<file path="config.mk">
export PLATFORM = sky130hd
export DESIGN_NAME = frv_gpr_wb_arb_flat
export DESIGN_NICKNAME = d
export VERILOG_FILES = /design/src/rtl/frv_gpr_wb_arb_pkg.sv /design/src/rtl/frv_gpr_wb_arb_if.sv /design/src/rtl/frv_rr_pick.sv /design/src/rtl/frv_gpr_wb_arb.sv /design/src/flat_wrapper.sv
export SDC_FILE = /design/constraint.sdc
export NUM_CORES = 1
export LEC_CHECK = 0
export CAP_MARGIN = 30
export CELL_PAD_IN_SITES_DETAIL_PLACEMENT = 2
export CELL_PAD_IN_SITES_GLOBAL_PLACEMENT = 2
export CORE_ASPECT_RATIO = 1.25
export CORE_MARGIN = 8
export CORE_UTILIZATION = 18
export CTS_BUF_LIST = sky130_fd_sc_hd__clkbuf_4
export DETAILED_ROUTE_END_ITERATION = 8
export GPL_TIMING_DRIVEN = 0
export PLACE_DENSITY_LB_ADDON = 0.05
export SLEW_MARGIN = 20
export SYNTH_ARGS = -nofsm -noshare
export SYNTH_HDL_FRONTEND = slang
export SYNTH_SLANG_ARGS = --single-unit
</file>
<file path="constraint.sdc">
create_clock -name g_clk -period 4.7 [get_ports g_clk]
set_input_delay 1.41 -clock g_clk [delete_from_list [all_inputs] [get_ports g_clk]]
set_output_delay 1.41 -clock g_clk [all_outputs]
set_load 0.02 [all_outputs]
</file>
<file path="src/rtl/frv_gpr_wb_arb_pkg.sv">
// Shared types, widths and bypass helpers for the GPR writeback arbiter.
package frv_gpr_wb_arb_pkg;

    localparam int unsigned FRV_XLEN   = 32;
    localparam int unsigned FRV_REG_AW = 5;

    // One writeback request payload as seen by the arbiter.
    typedef struct packed {
        logic [FRV_REG_AW-1:0] addr;
        logic                  wide;
        logic [FRV_XLEN-1:0]   wdata;
        logic [FRV_XLEN-1:0]   wdata_hi;
    } frv_wb_req_t;

    // A read port hits the in-flight write on its own register or, for a pair write, on the odd partner.
    function automatic logic frv_byp_hit(
        input logic                  rd_wen,
        input logic                  rd_wide,
        input logic [FRV_REG_AW-1:0] rd_addr,
        input logic [FRV_REG_AW-1:0] rs_addr
    );
        return rd_wen && (rs_addr != '0) &&
               ((rs_addr == rd_addr) ||
                (rd_wide && (rs_addr == {rd_addr[FRV_REG_AW-1:1], 1'b1})));
    endfunction

    // Odd register of a pair write takes the high word; everything else takes the low word.
    function automatic logic [FRV_XLEN-1:0] frv_byp_data(
        input logic                rd_wide,
        input logic                rs_lsb,
        input logic [FRV_XLEN-1:0] lo,
        input logic [FRV_XLEN-1:0] hi
    );
        return (rd_wide && rs_lsb) ? hi : lo;
    endfunction

endpackage

</file>
<file path="src/rtl/frv_gpr_wb_arb_if.sv">
// Writeback request bus, registered GPR write port and read-bypass signals.
interface frv_gpr_wb_arb_if #(
    parameter int unsigned NREQ = 3
);
    import frv_gpr_wb_arb_pkg::*;

    logic [NREQ-1:0]            req_valid;
    logic [NREQ-1:0]            req_ready;
    logic [NREQ*FRV_REG_AW-1:0] req_addr;
    logic [NREQ-1:0]            req_wide;
    logic [NREQ*FRV_XLEN-1:0]   req_wdata;
    logic [NREQ*FRV_XLEN-1:0]   req_wdata_hi;

    logic                       rd_wen;
    logic                       rd_wide;
    logic [FRV_REG_AW-1:0]      rd_addr;
    logic [FRV_XLEN-1:0]        rd_wdata;
    logic [FRV_XLEN-1:0]        rd_wdata_hi;

    logic [FRV_REG_AW-1:0]      rs1_addr;
    logic [FRV_REG_AW-1:0]      rs2_addr;
    logic [FRV_REG_AW-1:0]      rs3_addr;
    logic                       rs1_byp_valid;
    logic                       rs2_byp_valid;
    logic                       rs3_byp_valid;
    logic [FRV_XLEN-1:0]        rs1_byp_data;
    logic [FRV_XLEN-1:0]        rs2_byp_data;
    logic [FRV_XLEN-1:0]        rs3_byp_data;

    logic                       wb_err;

    // Requesters / register-file side.
    modport master (
        output req_valid, req_addr, req_wide, req_wdata, req_wdata_hi,
        output rs1_addr, rs2_addr, rs3_addr,
        input  req_ready,
        input  rd_wen, rd_wide, rd_addr, rd_wdata, rd_wdata_hi,
        input  rs1_byp_valid, rs2_byp_valid, rs3_byp_valid,
        input  rs1_byp_data, rs2_byp_data, rs3_byp_data,
        input  wb_err
    );

    // Arbiter side.
    modport slave (
        input  req_valid, req_addr, req_wide, req_wdata, req_wdata_hi,
        input  rs1_addr, rs2_addr, rs3_addr,
        output req_ready,
        output rd_wen, rd_wide, rd_addr, rd_wdata, rd_wdata_hi,
        output rs1_byp_valid, rs2_byp_valid, rs3_byp_valid,
        output rs1_byp_data, rs2_byp_data, rs3_byp_data,
        output wb_err
    );

endinterface

</file>
<file path="src/rtl/frv_rr_pick.sv">
// Variable-start one-hot priority picker: first set request at or after start_i, wrapping.
module frv_rr_pick #(
    parameter int unsigned NREQ  = 3,
    parameter int unsigned IDX_W = (NREQ > 1) ? $clog2(NREQ) : 1
) (
    input  logic [NREQ-1:0]  req_i,
    input  logic [IDX_W-1:0] start_i,
    output logic [NREQ-1:0]  gnt_o,
    output logic [IDX_W-1:0] gnt_idx_o,
    output logic             any_o
);

    // Walk NREQ positions starting at start_i; the first valid one wins.
    always_comb begin
        int unsigned idx;
        gnt_o     = '0;
        gnt_idx_o = '0;
        any_o     = 1'b0;
        idx       = 0;
        for (int unsigned k = 0; k < NREQ; k++) begin
            idx = 32'(start_i) + k;
            if (idx >= NREQ) begin
                idx = idx - NREQ;
            end
            if (!any_o && req_i[IDX_W'(idx)]) begin
                any_o                 = 1'b1;
                gnt_o[IDX_W'(idx)]    = 1'b1;
                gnt_idx_o             = IDX_W'(idx);
            end
        end
    end

endmodule

</file>
<file path="src/rtl/frv_gpr_wb_arb.sv">
// Arbitrates writeback requesters onto the single registered GPR write port and
// bypasses the in-flight write to the three GPR read ports.
module frv_gpr_wb_arb
    import frv_gpr_wb_arb_pkg::*;
#(
    parameter int unsigned NREQ  = 3,
    parameter bit          RR_EN = 1'b1
) (
    input  logic               g_clk,
    input  logic               g_reset,
    frv_gpr_wb_arb_if.slave    bus
);

    localparam int unsigned PTR_W = (NREQ > 1) ? $clog2(NREQ) : 1;

    frv_wb_req_t           req [NREQ];
    frv_wb_req_t           sel;

    logic [PTR_W-1:0]      ptr_q, ptr_d;
    logic [PTR_W-1:0]      start_idx;
    logic [NREQ-1:0]       pick_gnt;
    logic [PTR_W-1:0]      pick_idx;
    logic                  pick_any;
    logic                  accept;

    logic                  rd_wen_q,      rd_wen_d;
    logic                  rd_wide_q,     rd_wide_d;
    logic [FRV_REG_AW-1:0] rd_addr_q,     rd_addr_d;
    logic [FRV_XLEN-1:0]   rd_wdata_q,    rd_wdata_d;
    logic [FRV_XLEN-1:0]   rd_wdata_hi_q, rd_wdata_hi_d;
    logic                  wb_err_q,      wb_err_d;

    // Unpack the flat request vectors into per-requester payloads.
    always_comb begin
        for (int unsigned i = 0; i < NREQ; i++) begin
            req[i].addr     = bus.req_addr[i*FRV_REG_AW +: FRV_REG_AW];
            req[i].wide     = bus.req_wide[i];
            req[i].wdata    = bus.req_wdata[i*FRV_XLEN +: FRV_XLEN];
            req[i].wdata_hi = bus.req_wdata_hi[i*FRV_XLEN +: FRV_XLEN];
        end
    end

    // Fixed priority always searches from index 0.
    assign start_idx = RR_EN ? ptr_q : '0;

    frv_rr_pick #(
        .NREQ  (NREQ),
        .IDX_W (PTR_W)
    ) u_pick (
        .req_i     (bus.req_valid),
        .start_i   (start_idx),
        .gnt_o     (pick_gnt),
        .gnt_idx_o (pick_idx),
        .any_o     (pick_any)
    );

    // The output stage never stalls, so any valid request is accepted unless in reset.
    assign bus.req_ready = g_reset ? '0 : pick_gnt;
    assign accept        = pick_any && !g_reset;
    assign sel           = req[pick_idx];

    // Next pointer, and next write-port contents; data fields hold when idle.
    always_comb begin
        logic wide_ok;
        ptr_d         = ptr_q;
        rd_wen_d      = 1'b0;
        rd_wide_d     = rd_wide_q;
        rd_addr_d     = rd_addr_q;
        rd_wdata_d    = rd_wdata_q;
        rd_wdata_hi_d = rd_wdata_hi_q;
        wb_err_d      = 1'b0;
        wide_ok       = sel.wide && !sel.addr[0];
        if (accept) begin
            if (RR_EN) begin
                ptr_d = (pick_idx == PTR_W'(NREQ - 1)) ? '0 : pick_idx + PTR_W'(1);
            end
            rd_wen_d   = 1'b1;
            rd_wide_d  = wide_ok;
            rd_addr_d  = sel.addr;
            rd_wdata_d = sel.wdata;
            if (wide_ok) begin
                rd_wdata_hi_d = sel.wdata_hi;
            end
            // A pair write to an odd register degrades to a narrow write and is flagged.
            wb_err_d = sel.wide && sel.addr[0];
        end
    end

    // State registers.
    always_ff @(posedge g_clk or posedge g_reset) begin
        if (g_reset) begin
            ptr_q         <= '0;
            rd_wen_q      <= 1'b0;
            rd_wide_q     <= 1'b0;
            rd_addr_q     <= '0;
            rd_wdata_q    <= '0;
            rd_wdata_hi_q <= '0;
            wb_err_q      <= 1'b0;
        end else begin
            ptr_q         <= ptr_d;
            rd_wen_q      <= rd_wen_d;
            rd_wide_q     <= rd_wide_d;
            rd_addr_q     <= rd_addr_d;
            rd_wdata_q    <= rd_wdata_d;
            rd_wdata_hi_q <= rd_wdata_hi_d;
            wb_err_q      <= wb_err_d;
        end
    end

    assign bus.rd_wen      = rd_wen_q;
    assign bus.rd_wide     = rd_wide_q;
    assign bus.rd_addr     = rd_addr_q;
    assign bus.rd_wdata    = rd_wdata_q;
    assign bus.rd_wdata_hi = rd_wdata_hi_q;
    assign bus.wb_err      = wb_err_q;

    // Read-port bypass from the registered write port.
    assign bus.rs1_byp_valid = frv_byp_hit(rd_wen_q, rd_wide_q, rd_addr_q, bus.rs1_addr);
    assign bus.rs2_byp_valid = frv_byp_hit(rd_wen_q, rd_wide_q, rd_addr_q, bus.rs2_addr);
    assign bus.rs3_byp_valid = frv_byp_hit(rd_wen_q, rd_wide_q, rd_addr_q, bus.rs3_addr);
    assign bus.rs1_byp_data  = frv_byp_data(rd_wide_q, bus.rs1_addr[0], rd_wdata_q, rd_wdata_hi_q);
    assign bus.rs2_byp_data  = frv_byp_data(rd_wide_q, bus.rs2_addr[0], rd_wdata_q, rd_wdata_hi_q);
    assign bus.rs3_byp_data  = frv_byp_data(rd_wide_q, bus.rs3_addr[0], rd_wdata_q, rd_wdata_hi_q);

endmodule

</file>
<file path="src/flat_wrapper.sv">
// flat-port wrapper written by rule: the top's interface ports become plain ports
module frv_gpr_wb_arb_flat import frv_gpr_wb_arb_pkg::*;
#(
    parameter int unsigned NREQ  = 3,
    parameter bit          RR_EN = 1'b1
)
  (g_clk, g_reset, bus_req_valid, bus_req_addr, bus_req_wide, bus_req_wdata, bus_req_wdata_hi, bus_rs1_addr, bus_rs2_addr, bus_rs3_addr, bus_req_ready, bus_rd_wen, bus_rd_wide, bus_rd_addr, bus_rd_wdata, bus_rd_wdata_hi, bus_rs1_byp_valid, bus_rs2_byp_valid, bus_rs3_byp_valid, bus_rs1_byp_data, bus_rs2_byp_data, bus_rs3_byp_data, bus_wb_err);
  frv_gpr_wb_arb_if #(.NREQ(NREQ)) bus_i ();
  input  logic g_clk;
  input  logic g_reset;
  input wire logic [$bits(bus_i.req_valid)-1:0] bus_req_valid;
  input wire logic [$bits(bus_i.req_addr)-1:0] bus_req_addr;
  input wire logic [$bits(bus_i.req_wide)-1:0] bus_req_wide;
  input wire logic [$bits(bus_i.req_wdata)-1:0] bus_req_wdata;
  input wire logic [$bits(bus_i.req_wdata_hi)-1:0] bus_req_wdata_hi;
  input wire logic [$bits(bus_i.rs1_addr)-1:0] bus_rs1_addr;
  input wire logic [$bits(bus_i.rs2_addr)-1:0] bus_rs2_addr;
  input wire logic [$bits(bus_i.rs3_addr)-1:0] bus_rs3_addr;
  output wire logic [$bits(bus_i.req_ready)-1:0] bus_req_ready;
  output wire logic [$bits(bus_i.rd_wen)-1:0] bus_rd_wen;
  output wire logic [$bits(bus_i.rd_wide)-1:0] bus_rd_wide;
  output wire logic [$bits(bus_i.rd_addr)-1:0] bus_rd_addr;
  output wire logic [$bits(bus_i.rd_wdata)-1:0] bus_rd_wdata;
  output wire logic [$bits(bus_i.rd_wdata_hi)-1:0] bus_rd_wdata_hi;
  output wire logic [$bits(bus_i.rs1_byp_valid)-1:0] bus_rs1_byp_valid;
  output wire logic [$bits(bus_i.rs2_byp_valid)-1:0] bus_rs2_byp_valid;
  output wire logic [$bits(bus_i.rs3_byp_valid)-1:0] bus_rs3_byp_valid;
  output wire logic [$bits(bus_i.rs1_byp_data)-1:0] bus_rs1_byp_data;
  output wire logic [$bits(bus_i.rs2_byp_data)-1:0] bus_rs2_byp_data;
  output wire logic [$bits(bus_i.rs3_byp_data)-1:0] bus_rs3_byp_data;
  output wire logic [$bits(bus_i.wb_err)-1:0] bus_wb_err;
  assign bus_i.req_valid = bus_req_valid;
  assign bus_i.req_addr = bus_req_addr;
  assign bus_i.req_wide = bus_req_wide;
  assign bus_i.req_wdata = bus_req_wdata;
  assign bus_i.req_wdata_hi = bus_req_wdata_hi;
  assign bus_i.rs1_addr = bus_rs1_addr;
  assign bus_i.rs2_addr = bus_rs2_addr;
  assign bus_i.rs3_addr = bus_rs3_addr;
  assign bus_req_ready = bus_i.req_ready;
  assign bus_rd_wen = bus_i.rd_wen;
  assign bus_rd_wide = bus_i.rd_wide;
  assign bus_rd_addr = bus_i.rd_addr;
  assign bus_rd_wdata = bus_i.rd_wdata;
  assign bus_rd_wdata_hi = bus_i.rd_wdata_hi;
  assign bus_rs1_byp_valid = bus_i.rs1_byp_valid;
  assign bus_rs2_byp_valid = bus_i.rs2_byp_valid;
  assign bus_rs3_byp_valid = bus_i.rs3_byp_valid;
  assign bus_rs1_byp_data = bus_i.rs1_byp_data;
  assign bus_rs2_byp_data = bus_i.rs2_byp_data;
  assign bus_rs3_byp_data = bus_i.rs3_byp_data;
  assign bus_wb_err = bus_i.wb_err;
  frv_gpr_wb_arb #(.NREQ(NREQ), .RR_EN(RR_EN)) u_core (.g_clk(g_clk), .g_reset(g_reset), .bus(bus_i));
endmodule
</file>
==> impl_metrics.tcl, run 1 <==
set metrics [dict create \
    period_needed_ns 4.62 \
    tightest_slew_ns 0.787 \
    cp.required_ns 3.29 \
    nFillCells 3671 \
    clkPwrFrac 0.044 \
    pin_count 404 \
    fmax_mhz 216 \
    fin_skew_ns 0.0112 \
    yosys.area.top_type "dfrtp_1" \
    grt_max_degree 29 \
    sequentialPowerShare 0.169 \
    tns_ns 0 \
    finish.utilization 0.331 \
    synth-edff-count 0 \
    power_per_cell_area_nw_per_um2 785 \
    drv_slew 0 \
    syn_area_um2 5970 \
    grt_pass1_vias 7264 \
    grt_usage 0.174 \
    gp_congestion 0.762 \
    die_area_um2 39300 \
    rsz0062_at_grt "no" \
    fin_cells 1444 \
    syn-num-nets 828 \
    vias 6499 \
    r2r-end "u_core.bus.rd_wdata[12]" \
    p_int_mw 4.23 \
    viasPerCell 4.50 \
    cts_tree "yes" \
    async_flop_share 1.00 \
    period_share 0.984 \
    hold_viol_final 0 \
    min-delay-start "u_core.bus.rd_wdata_hi[19]" \
    antenna_found_initial 9 \
    r2r_slack_ns 1.41 \
    hold_buffers 0 \
    nNetsFinal 1247 \
    swShare 0.502 \
    hold_depth 1 \
    switchingPower_mw 4.27 \
    yosysMostFrequentCell "mux2_2" \
    r2r_start "u_core.ptr_q[0]" \
    vdd_ir_drop_max_mv 0.289 \
    dp.cells 1418 \
    ys_ff_latch 74 \
    cts_sinks 74 \
    path_class "primary input to output pin" \
    avgSynthCellArea_um2 10.0 \
    drt_first_iter_violations 175 \
    synth_area_leaders "dfrtp_1 (31%), mux2_2 (25%), mux2_4 (7.3%), mux2i_1 (6.0%), a22oi_1 (4.7%)" \
    yosys-top-cells-count "mux2_2 (135), dfrtp_1 (74), nand2_1 (44), nor2_1 (44), a21oi_1 (43)" \
    die_h_um 220 \
    min_path_type "flop to flop" \
    cap_violations 0 \
    drive_gt1_frac 0.223 \
    ys_warn_count 0 \
    outcome "finished clean" \
    synth.distinct_cells 43 \
    clock_latency_ns 0.49 \
    root_buffer "clkbuf_4" \
    yosys.area.top_type_share 0.310 \
    port_buffers 403 \
    grt_pass1_wl_mm 50.2 \
    drt-pass1-iter-count 4 \
    place.detailed.hpwl_mm 28.5 \
    p_total_mw 8.50 \
    relSlewSlack 0.476 \
    ant_nets 0 \
    whs_endpoint "u_core.bus.rd_wdata_hi[19]" \
    clk_path_buf_depth 2 \
    wl_mm 35.2 \
    holdWs_ns 0.611 \
    area_delta_synth_final_pct 81.4 \
    initial_core_util 0.183 \
    die_w_um 179 \
    worstPathMaxFanout 10 \
    clk_pin_slew_ns 0.12 \
    p_comb_frac 0.787 \
    wire_per_inst_um 24.4 \
    row_count 74 \
    grt.overflow.total 0 \
    worstPathArrival_ns 3.21 \
    drc 0 \
    ff2ff_path_depth 11 \
    cts_max_level 3 \
    leakagePower_nw 4.56 \
    worstSetupEndpointType "output pin" \
    setup_viol 0 \
    cts_buffers 9 \
    core_area_um2 32700 \
    synth_cells 594 \
    ys.flop_type "dfrtp_1" \
    start_kind "primary input" \
    seq_area_frac_synth 0.310 \
]
worst max path at each step:
stage / start / end / slack (ns) / cells after the start
floorplan: g_reset / bus_req_ready[2] / 0.46 / 2
global placement: g_reset / bus_req_ready[2] / -1.48 / 4
detailed placement: bus_rs2_addr[0] / bus_rs2_byp_data[12] / -0.69 / 5
CTS: bus_rs2_addr[0] / bus_rs2_byp_data[15] / 0.001 / 5
global route: bus_req_valid[0] / bus_req_ready[2] / 0.003 / 8
finish: bus_rs3_addr[0] / bus_rs3_byp_data[9] / 0.08 / 5
cells by family after synthesis:
| group | after synthesis | synth area share |
|---|---|---|
| mux | 201 | 0.390 |
| compound gates | 139 | 0.148 |
| simple gates | 114 | 0.0851 |
| flops | 74 | 0.310 |
| buf+inv | 53 | 0.0442 |
| xor+xnor | 9 | 0.0132 |
| fa+ha+maj | 4 | 0.00839 |
critical path, stage by stage:
cell and delay [ns]:
clkdlybuf4s50_1 0.52, nand2_4 0.18, buf_6 0.19, mux2_2 0.34, clkdlybuf4s50_1 0.56
flip-flops by register name, summed over array words and instances (netlist names):
name / count
u_core.bus.rd_wide: 1
u_core.bus.wb_err: 1
u_core.ptr_q: 2
u_core.bus.rd_wdata: 32
u_core.bus.rd_wen: 1
u_core.bus.rd_wdata_hi: 32
u_core.bus.rd_addr: 5
placed cells by master (no fill, tap or decap), types with 3 or more instances in the layout:
cell | netlist | layout
o21ai_0 | 39 | 39
diode_2 | 0 | 10
mux2_2 | 135 | 135
ha_1 | 4 | 4
buf_4 | 0 | 4
o21a_1 | 4 | 4
clkbuf_1 | 18 | 18
mux2i_1 | 36 | 35
xor2_1 | 6 | 6
inv_1 | 7 | 6
mux2_4 | 29 | 29
clkbuf_4 | 0 | 10
a21oi_1 | 43 | 43
nor2_1 | 44 | 43
a311oi_1 | 3 | 3
dlygate4sd2_1 | 0 | 37
nand2_1 | 44 | 41
nor4_1 | 6 | 6
clkdlybuf4s50_1 | 0 | 345
a22oi_1 | 37 | 37
and2_1 | 3 | 3
dlymetal6s2s_1 | 0 | 18
xnor2_1 | 3 | 3
nand3_1 | 3 | 3
dfrtp_1 | 74 | 74
buf_6 | 7 | 14
buf_2 | 10 | 10
nand2_4 | 0 | 3
nor3_1 | 5 | 5
layout make-up:
class                           instances  area (um^2)  area share
Multi-Input combinational cell        467         3900       0.360
Inverter                                7         30.0     0.00277
Sequential cell                        74         1850       0.171
Tap cell                              418          523      0.0483
Buffer                                 46          298      0.0275
Clock buffer                           10         75.1     0.00693
Antenna cell                           10         25.0     0.00231
Timing Repair Buffer                  408         4110       0.379
Clock inverter                          4         21.3     0.00196
power by group through the flow:
stage	clock network (mW)	logic, mW	registers [mW]
2_1_floorplan	0	3.63	1.67
3_3_place_gp	0	6.92	1.45
3_5_place_dp	0	6.96	1.47
4_1_cts	0.398	6.88	1.46
5_1_grt	0.422	7.20	1.52
6_report	0.371	6.69	1.44
metal layers:
metal / GRT usage / wire length (um) / vias up
li1: - / - / 3048
met4: 0.0533 / 615 / 0
met3: 0.0490 / 2540 / 23
met5: 0 / 0 / -
met1: 0.189 / 13200 / 3218
met2: 0.319 / 18800 / 210
stage by stage:
step / instance area, um^2 / setup slack (ns)
after floorplan: 5970 / 0.459
after global routing: 10800 / 0.00317
final: 10800 / 0.0765
after CTS: 10700 / 0.00118
after detailed placement: 10600 / -0.695
after global placement: 10500 / -1.48
what timing repair did:
item	in CTS	in global routing
resized for setup	82	28
pin swaps	1	0
buffers inserted	2	0
setup endpoints to repair	93	32
(Power assumes the default switching activity.)
==> inputs of run 2 (changes only) <==
Settings changed: SLEW_MARGIN 20 to 25.
==> run 2 against run 1 <==
Non-clock buffer count is the same; critical path depth is the same; largest cell class unchanged; wire length shrank 0.30%; core utilization grew 0.14 points; final area grew 0.42%; largest power group unchanged; worst hold slack lost 0.0028 ns; combinational power grew 0.7%; clock power grew 36%; final cell count is the same; flip-flop and latch count is the same; register-to-register slack lost 0.02 ns; die area is the same.
==> impl_metrics.tcl, run 2 (synthesis gave the netlist of run 1 again) <==
set metrics [dict create \
    outcome "finished clean" \
    area_delta_synth_final_pct 82.2 \
    port_buffers 403 \
    drt_first_iter_violations 213 \
    mostFrequentLayoutCells "clkdlybuf4s50_1 (362), mux2_2 (135), dfrtp_1 (74)" \
    min_path_type "flop to flop" \
    vias 6495 \
    cts_sinks 74 \
    drv_slew 0 \
    path_class "primary input to output pin" \
    final_common_cell "clkdlybuf4s50_1" \
    initial_core_util 0.183 \
    grt_max_degree 25 \
    critPathMostFrequentCell "clkdlybuf4s50_1" \
    hold_viol_final 0 \
    clk_pin_slew_ns 0.14 \
    ff2ff_path_depth 11 \
    die_area_um2 39300 \
    wire_per_inst_um 24.3 \
    cp_cell_sequence "clkdlybuf4s50_1, nand2_4, buf_6, mux2_2, clkdlybuf4s50_1" \
    nNetsFinal 1247 \
    relSlewSlack 0.460 \
    worstSetupEndpointType "output pin" \
    hold_buffers 0 \
    row_count 74 \
    setup_viol 0 \
    grt_pass1_wl_mm 50.2 \
    root_buffer "clkbuf_4" \
    core_area_um2 32700 \
    fin_cells 1444 \
    r2r_slack_ns 1.39 \
    drive_gt1_frac 0.224 \
    power_per_cell_area_nw_per_um2 798 \
    grt.overflow.total 0 \
    hold_depth 1 \
    die_w_um 179 \
    cp.required_ns 3.29 \
    rsz0062_at_grt "yes" \
    place.detailed.hpwl_mm 28.4 \
    gp_congestion 0.762 \
    ant_nets 0 \
    wl_mm 35.1 \
    period_share 0.983 \
    vdd_ir_drop_max_mv 0.287 \
    grt_usage 0.174 \
    fmax_mhz 216 \
    tightest_slew_ns 0.810 \
    worstPathArrival_ns 3.21 \
    start_kind "primary input" \
    leakagePower_nw 4.52 \
    pin_count 404 \
    finish.utilization 0.333 \
    clk_path_buf_depth 2 \
    clock_latency_ns 0.50 \
    antenna_found_initial 7 \
    cts_max_level 3 \
    holdWs_ns 0.608 \
    period_needed_ns 4.62 \
    viasPerCell 4.50 \
    grt_pass1_vias 7287 \
    die_h_um 220 \
    p_total_mw 8.68 \
    cts_buffers 9 \
    drt-pass1-iter-count 4 \
    cp_slowest_cell "clkdlybuf4s50_1" \
    cap_violations 0 \
    dp.cells 1418 \
    cts_tree "yes" \
    worstPathMaxFanout 10 \
    drc 0 \
    critPathMaxStageDelay_ns 0.56 \
    fin_skew_ns 0.0110 \
    tns_ns 0 \
]
-- run 2: cell types whose count changed in the layout (fill, tap and decap cells not counted), sizes merged --
cell	change
bufinv	+2
clkdlybuf4s15	-1
clkdlybuf4s50	+17
clkinvlp	-1
diode	-2
dlygate4sd1	+1
dlygate4sd2	-10
dlymetal6s2s	-6
-- run 2: layout make-up --
class                   count  area (um^2)
inverters                   7         30.0
flip-flops and latches     74         1850
fillers                  3678        21800
multi-input cells         467         3880
repair buffers            408         4110
well taps                 418          523
diodes                      8         20.0
clock buffers              11         82.6
clock inverters             5         78.8
plain buffers              46          294
-- run 2: timing repair --
action	CTS	global route
resized for setup	71	17
setup endpoints to repair	93	22
pin swaps	1	0
cloned	0	0
setup buffers	2	0
-- run 2: stage by stage --
stage	setup slack [ns]	cell area, um^2
5_1_grt	-0.0213	10900
4_1_cts	0.00230	10800
3_5_place_dp	-0.701	10600
2_1_floorplan	0.459	5970
3_3_place_gp	-1.48	10500
6_report	0.0790	10900
-- run 2: routing by layer --
layer,global-route usage,wire [um],up-vias
li1,-,-,3035
met1,0.187,13300,3220
met2,0.325,18900,212
met3,0.0462,2280,26
met4,0.0483,554,2
met5,0,12,-
-- run 2: where the power goes --
part           leakage [nW]  internal [mW]  switching (mW)
sequential            0.872          0.971           0.465
combinational          3.55           3.20            3.54
clock                0.0909          0.227           0.278
total                  4.52           4.40            4.28
-- run 2: path summary, 6_finish.rpt --
| kind | from | to |
|---|---|---|
| max | bus_rs3_addr[0] | bus_rs3_byp_data[9] |
| max reg2reg | u_core.ptr_q[0] | u_core.bus.rd_wdata[12] |
| min reg2reg | u_core.bus.rd_wdata_hi[19] | u_core.bus.rd_wdata_hi[19] |
| min in group asynchronous | g_reset | u_core.bus.rd_wdata_hi[19] |
| min | u_core.bus.rd_wdata_hi[19] | u_core.bus.rd_wdata_hi[19] |
| max in group asynchronous | g_reset | u_core.bus.rd_wdata_hi[3] |
-- run 2: critical path: cells and delay by family --
| family | cells | cell delay, ns |
|---|---|---|
| buffers and inverters | 3 | 1.26 |
| muxes | 1 | 0.34 |
| and+or+nand+nor | 1 | 0.18 |
